===== config.mk =====
export PLATFORM = sky130hd
export DESIGN_NAME = hyper_pipeline_flow_ctrl
export DESIGN_NICKNAME = d
export VERILOG_FILES = /design/src/rtl/hyper_pipeline_flow_ctrl.sv
export SDC_FILE = /design/constraint.sdc
export NUM_CORES = 1
export LEC_CHECK = 0
export ABC_AREA = 1
export CORE_MARGIN = 4
export CORE_UTILIZATION = 50
export DETAILED_ROUTE_END_ITERATION = 16
export PLACE_DENSITY = 0.69
export SYNTH_ARGS = -nofsm -noshare
export SYNTH_HDL_FRONTEND = slang
export SYNTH_SLANG_ARGS = --single-unit

===== constraint.sdc =====
create_clock -name ap_clk -period 9 [get_ports ap_clk]
set_clock_uncertainty 0.2 [all_clocks]
set_input_delay 1.8 -clock ap_clk [delete_from_list [all_inputs] [get_ports ap_clk]]
set_output_delay 1.8 -clock ap_clk [all_outputs]
set_load 0.005 [all_outputs]

===== src/rtl/hyper_pipeline_flow_ctrl.sv =====
// hyper_pipeline_flow_ctrl
// Valid/ready wrapper around a fixed-latency, non-stallable register pipeline.
// Beats leaving the last stage land in a circular skid FIFO. Upstream is
// credit-gated on (beats in stages + beats in FIFO), so every beat that enters
// the pipeline is guaranteed a FIFO slot when it comes out.
module hyper_pipeline_flow_ctrl #(
   parameter int STAGES     = 4,
   parameter int WIDTH      = 32,
   parameter int FIFO_DEPTH = 8
) (
   input  logic                            ap_clk,
   input  logic                            areset_n,
   input  logic                            flush,
   input  logic                            s_valid,
   output logic                            s_ready,
   input  logic [WIDTH-1:0]                s_data,
   output logic                            m_valid,
   input  logic                            m_ready,
   output logic [WIDTH-1:0]                m_data,
   output logic [$clog2(FIFO_DEPTH+1)-1:0] inflight_count,
   output logic [$clog2(FIFO_DEPTH+1)-1:0] fifo_count,
   output logic                            overflow_error
);

   localparam int CW = $clog2(FIFO_DEPTH+1);
   localparam int PW = (FIFO_DEPTH > 1) ? $clog2(FIFO_DEPTH) : 1;
   localparam logic [CW:0]   L_DEPTH_EXT = (CW+1)'(FIFO_DEPTH);
   localparam logic [CW-1:0] L_DEPTH     = CW'(FIFO_DEPTH);
   localparam logic [PW-1:0] L_PTR_LAST  = PW'(FIFO_DEPTH-1);

   logic [CW-1:0]    r_inflight;
   logic [CW-1:0]    r_fifo_cnt;
   logic [PW-1:0]    r_wr_ptr;
   logic [PW-1:0]    r_rd_ptr;
   logic             r_overflow;
   logic [WIDTH-1:0] r_mem [FIFO_DEPTH];

   logic             w_accept;
   logic             w_pop;
   logic             w_wr;
   logic             w_wr_ok;
   logic             w_full;
   logic [WIDTH-1:0] w_wr_data;
   logic [CW:0]      w_credit_used;

   // Circular pointer advance; depth need not be a power of two.
   function automatic logic [PW-1:0] next_ptr(input logic [PW-1:0] p);
      return (p == L_PTR_LAST) ? '0 : p + 1'b1;
   endfunction

   // Up/down counter step; simultaneous inc and dec cancel.
   function automatic logic [CW-1:0] cnt_step(input logic [CW-1:0] c,
                                              input logic inc,
                                              input logic dec);
      logic [CW-1:0] r;
      r = c;
      if (inc && !dec) r = c + 1'b1;
      if (dec && !inc) r = c - 1'b1;
      return r;
   endfunction

   // Credit check uses registered counts only, so m_ready never reaches s_ready.
   assign w_credit_used = {1'b0, r_inflight} + {1'b0, r_fifo_cnt};
   assign s_ready       = areset_n & ~flush & (w_credit_used < L_DEPTH_EXT);
   assign m_valid       = areset_n & ~flush & (r_fifo_cnt != '0);
   assign m_data        = m_valid ? r_mem[r_rd_ptr] : '0;
   assign w_accept      = s_valid & s_ready;
   assign w_pop         = m_valid & m_ready;
   assign w_full        = (r_fifo_cnt == L_DEPTH);
   assign w_wr_ok       = w_wr & ~w_full & ~flush;

   assign inflight_count = r_inflight;
   assign fifo_count     = r_fifo_cnt;
   assign overflow_error = r_overflow;

   generate
      if (STAGES == 0) begin : g_direct
         // No register stages: accepted beats go straight into the FIFO.
         assign w_wr      = w_accept;
         assign w_wr_data = s_data;
      end else begin : g_pipe
         logic [STAGES-1:0] r_vld_p;
         logic [WIDTH-1:0]  r_dat_p [STAGES];

         // Stage valid bits: cleared by reset and flush, shifted every cycle.
         always_ff @(posedge ap_clk or negedge areset_n) begin
            if (!areset_n) begin
               r_vld_p <= '0;
            end else if (flush) begin
               r_vld_p <= '0;
            end else begin
               r_vld_p[0] <= w_accept;
               for (int i = 1; i < STAGES; i++) begin
                  r_vld_p[i] <= r_vld_p[i-1];
               end
            end
         end

         // Stage data: free-running shift, meaningful only where valid is set.
         always_ff @(posedge ap_clk) begin
            r_dat_p[0] <= s_data;
            for (int i = 1; i < STAGES; i++) begin
               r_dat_p[i] <= r_dat_p[i-1];
            end
         end

         assign w_wr      = r_vld_p[STAGES-1];
         assign w_wr_data = r_dat_p[STAGES-1];
      end
   endgenerate

   // Counts and FIFO pointers; flush discards everything held or in flight.
   always_ff @(posedge ap_clk or negedge areset_n) begin
      if (!areset_n) begin
         r_inflight <= '0;
         r_fifo_cnt <= '0;
         r_wr_ptr   <= '0;
         r_rd_ptr   <= '0;
      end else if (flush) begin
         r_inflight <= '0;
         r_fifo_cnt <= '0;
         r_wr_ptr   <= '0;
         r_rd_ptr   <= '0;
      end else begin
         r_inflight <= cnt_step(r_inflight, w_accept, w_wr);
         r_fifo_cnt <= cnt_step(r_fifo_cnt, w_wr_ok, w_pop);
         if (w_wr_ok) r_wr_ptr <= next_ptr(r_wr_ptr);
         if (w_pop)   r_rd_ptr <= next_ptr(r_rd_ptr);
      end
   end

   // Sticky flag for a pipeline write meeting a full FIFO (credit broken).
   always_ff @(posedge ap_clk or negedge areset_n) begin
      if (!areset_n) begin
         r_overflow <= 1'b0;
      end else if (w_wr && w_full && !flush) begin
         r_overflow <= 1'b1;
      end
   end

   // FIFO storage write; storage itself is never reset.
   always_ff @(posedge ap_clk) begin
      if (w_wr_ok) r_mem[r_wr_ptr] <= w_wr_data;
   end

endmodule


==> impl_metrics.csv <==
group,metric,value,unit
sta,max_slew.worst_pin.slew,1.110,ns
cts,path_clk_slew,0.06,ns
synth,synth.lib_cells_used.distinct,33,
final_layout,finalNetCount,1145,
sta,post-route-min-period,6.345,ns
cts,clock_tree_from_tritoncts,"done",
sta,timing.final.max_slew_violations,0,
setup_path,max_fanout_on_critical_path,34,
hold_path,min-delay-path-class,"reg -> reg",
placement,globalplace.congestion,0.7615,
sta,rsz_0062_raised_after_global_routing,"false",
floorplanning,die_area,30480,um^2
status,status,"finished, final reports clean",
final_layout,share_of_cells_above_drive_strength_1,0.09059,
final_layout,final_cell_mix,"sky130_fd_sc_hd__edfxtp_1, sky130_fd_sc_hd__nor2_1, sky130_fd_sc_hd__o21ai_0, sky130_fd_sc_hd__dfxtp_1, sky130_fd_sc_hd__clkdlybuf4s50_1",
route,wl,25.47,mm
sta,setup-violations-final,0,
cts,clock_insertion_delay_worst_skew,0.52,ns
power,report.power.total,4.027,mW
final_layout,final_non_filler_cells,1498,
setup_path,critical_path.cell_chain,"clkdlybuf4s50_1 > nand2_4 > inv_2 > nand2_4 > inv_4 > o21ai_0 > nor2_1 > clkdlybuf4s50_1",
power,powerDensity,247.5,nW/um^2
floorplanning,ports_placed_on_the_boundary,80,
floorplanning,dieHeight,174.6,um
placement,port_buffers,79,
power,vdd_ir_drop_max,0.0001315,V
synth,seq_area_frac_synth,0.7729,
sta,slew_headroom,0.2582,
cts,tritoncts.num_buffers,39,
synth,synth_fp_nets,1063,
final_layout,area_growth_syn_to_layout,17.29,%
synth,yosys_warnings,0,
setup_path,worst_setup_path_end_kind,"primary output",
global_routing,global_route.usage.total,0.1661,
route,drt_iter0_markers,568,
setup_path,timing.critical_path.slowest_cell_delay,1.10,ns
cts,max_buffers_root_to_sink,3,
synth,synth_area_per_cell,13.70,um^2
power,p_leak,5.775,nW
route,drt-pass1-iter-count,5,
global_routing,grt_max_degree,75,
cts,clock-root-buffer,"sky130_fd_sc_hd__clkbuf_16",
cts,cts-hold-fix-buffers,0,
cts,cts_resized,0,
setup_path,timing.critical_path.from_type,"input port",
global_routing,grt_antenna_before_repair,0,
setup_path,crit_slowest_cell,"sky130_fd_sc_hd__clkdlybuf4s50_1",
synth,ys_async_rst_share,0.04715,
route,postRouteAntennaNets,0,
floorplanning,standard_cell_row_count,60,
setup_path,worstSetupPathType,"in -> out",
setup_path,cp.required,7.00,ns
route,drc,0,
synth,synth-main-ff-cell,"sky130_fd_sc_hd__edfxtp_1",
placement,numPlacedInstances,1426,
placement,post-dp-hpwl,14.04,mm
synth,postSynthRegisterBits,403,
sta,fin_setup_tns,0,ns
sta,min_period_over_period,0.7050,
synth,synth_cells,1013,
floorplanning,floorplan.die.width,174.6,um
global_routing,grt_first_pass_wirelength,40.16,mm
sta,clock.fmax,157.6,MHz
global_routing,first_global_vias,7388,
route,routedWlPerCell,17.00,um
flow_run,timing.max_cap.violations,0,
sta,final-hold-violation-count,0,
cts,cts.htree.levels,2,
floorplanning,floorplan.core_area,27100,um^2
setup_path,critical_path_arrival,4.34,ns
cts,cts_setup_buffers,0,
route,vias,7677,
synth,synth_edf_count,256,
route,avgViaCountPerCell,5.125,
final_layout,layout.cells.most_common,"sky130_fd_sc_hd__edfxtp_1",
global_routing,globalRouteOverflowTotal,0,
floorplanning,initial_utilization,0.5120,
cts,clock_sinks,403,
synth,mappedNetlistArea,13880,um^2
final_layout,antennaDiodeCount,0,
[cell usage after synthesis, types with 5 or more instances]
library cell	count	area share
sky130_fd_sc_hd__o21ai_1	21	0.0076
sky130_fd_sc_hd__nand2_1	47	0.013
sky130_fd_sc_hd__o21ai_0	143	0.052
sky130_fd_sc_hd__clkbuf_1	17	0.0046
sky130_fd_sc_hd__buf_2	15	0.0054
sky130_fd_sc_hd__ha_1	11	0.0099
sky130_fd_sc_hd__nand4_1	6	0.0027
sky130_fd_sc_hd__edfxtp_1	256	0.55
sky130_fd_sc_hd__nor2_1	211	0.057
sky130_fd_sc_hd__mux2i_1	32	0.023
sky130_fd_sc_hd__dfxtp_1	128	0.18
sky130_fd_sc_hd__buf_4	5	0.0027
sky130_fd_sc_hd__o22ai_1	33	0.015
sky130_fd_sc_hd__inv_1	21	0.0057
sky130_fd_sc_hd__dfrtp_1	19	0.034
sky130_fd_sc_hd__nand3_1	10	0.0036
[stage by stage]
step	setup slack (ns)	utilization	instance area [um^2]	hold WS [ns]
6_report	2.655	0.6005	16270	0.1233
5_1_grt	2.322	0.6005	16270	0.1287
4_1_cts	2.517	0.6005	16270	0.1234
3_5_place_dp	2.572	0.5526	14980	0.1121
3_3_place_gp	2.647	0.5526	14980	0.1104
2_1_floorplan	4.492	-	13880	0.1096
[worst paths after layout]
check                                     start                   end  slack [ns]  depth (start not counted)
min in group asynchronous              areset_n     inflight_count[0]        1.62                          1
hold / removal             g_pipe.r_dat_p[1][1]  g_pipe.r_dat_p[2][1]        0.12                          0
setup reg to reg                  fifo_count[0]          r_mem[4][18]        6.17                          7
hold reg to reg            g_pipe.r_dat_p[1][1]  g_pipe.r_dat_p[2][1]        0.12                          0
max in group asynchronous              areset_n           r_rd_ptr[1]        6.29                          1
setup / recovery                       areset_n            m_data[29]        2.66                          8
[report_power, final]
group	switching (mW)	leakage, nW	internal, mW	total [mW]
logic	0.209	1.50	0.163	0.372
registers	0.0648	3.64	2.01	2.07
clock network	0.640	0.639	0.945	1.58
[registers in the layout, indices dropped and copies added, names as in the netlist]
signal          flops
fifo_count          4
r_wr_ptr            3
g_pipe.r_vld_p      4
g_pipe.r_dat_p    128
inflight_count      4
r_rd_ptr            3
overflow_error      1
r_mem             256
[cells by family after synthesis]
family          Yosys count  share of synthesized area
compound gates          202                    0.07656
xor+xnor                  2                   0.001263
simple gates            286                    0.08404
buf+inv                  75                    0.02931
flops                   403                     0.7729
fa+ha+maj                13                    0.01280
mux                      32                    0.02308
[layout make-up]
type | instances | area (um^2)
Fill cell | 2114 | 10830
Sequential cell | 403 | 10730
Multi-Input combinational cell | 535 | 2804
Clock buffer | 65 | 1242
Timing Repair Buffer | 90 | 873.3
Tap cell | 372 | 465.4
Inverter | 26 | 101.3
Clock inverter | 7 | 55.05
[metal layers]
layer  share of wire  GRT usage
met1            0.44     0.2184
met2            0.50     0.2860
met5               0          0
met3           0.040    0.02640
met4           0.023    0.05270
[worst max-delay path: cells and delay by family]
| kind | cells | cell delay [ns] |
|---|---|---|
| and+or+nand+nor | 3 | 0.34 |
| buffers and inverters | 4 | 2.02 |
| AOI/OAI and AO/OA | 1 | 0.18 |
Note: power is estimated with default switching activity, not from simulation.
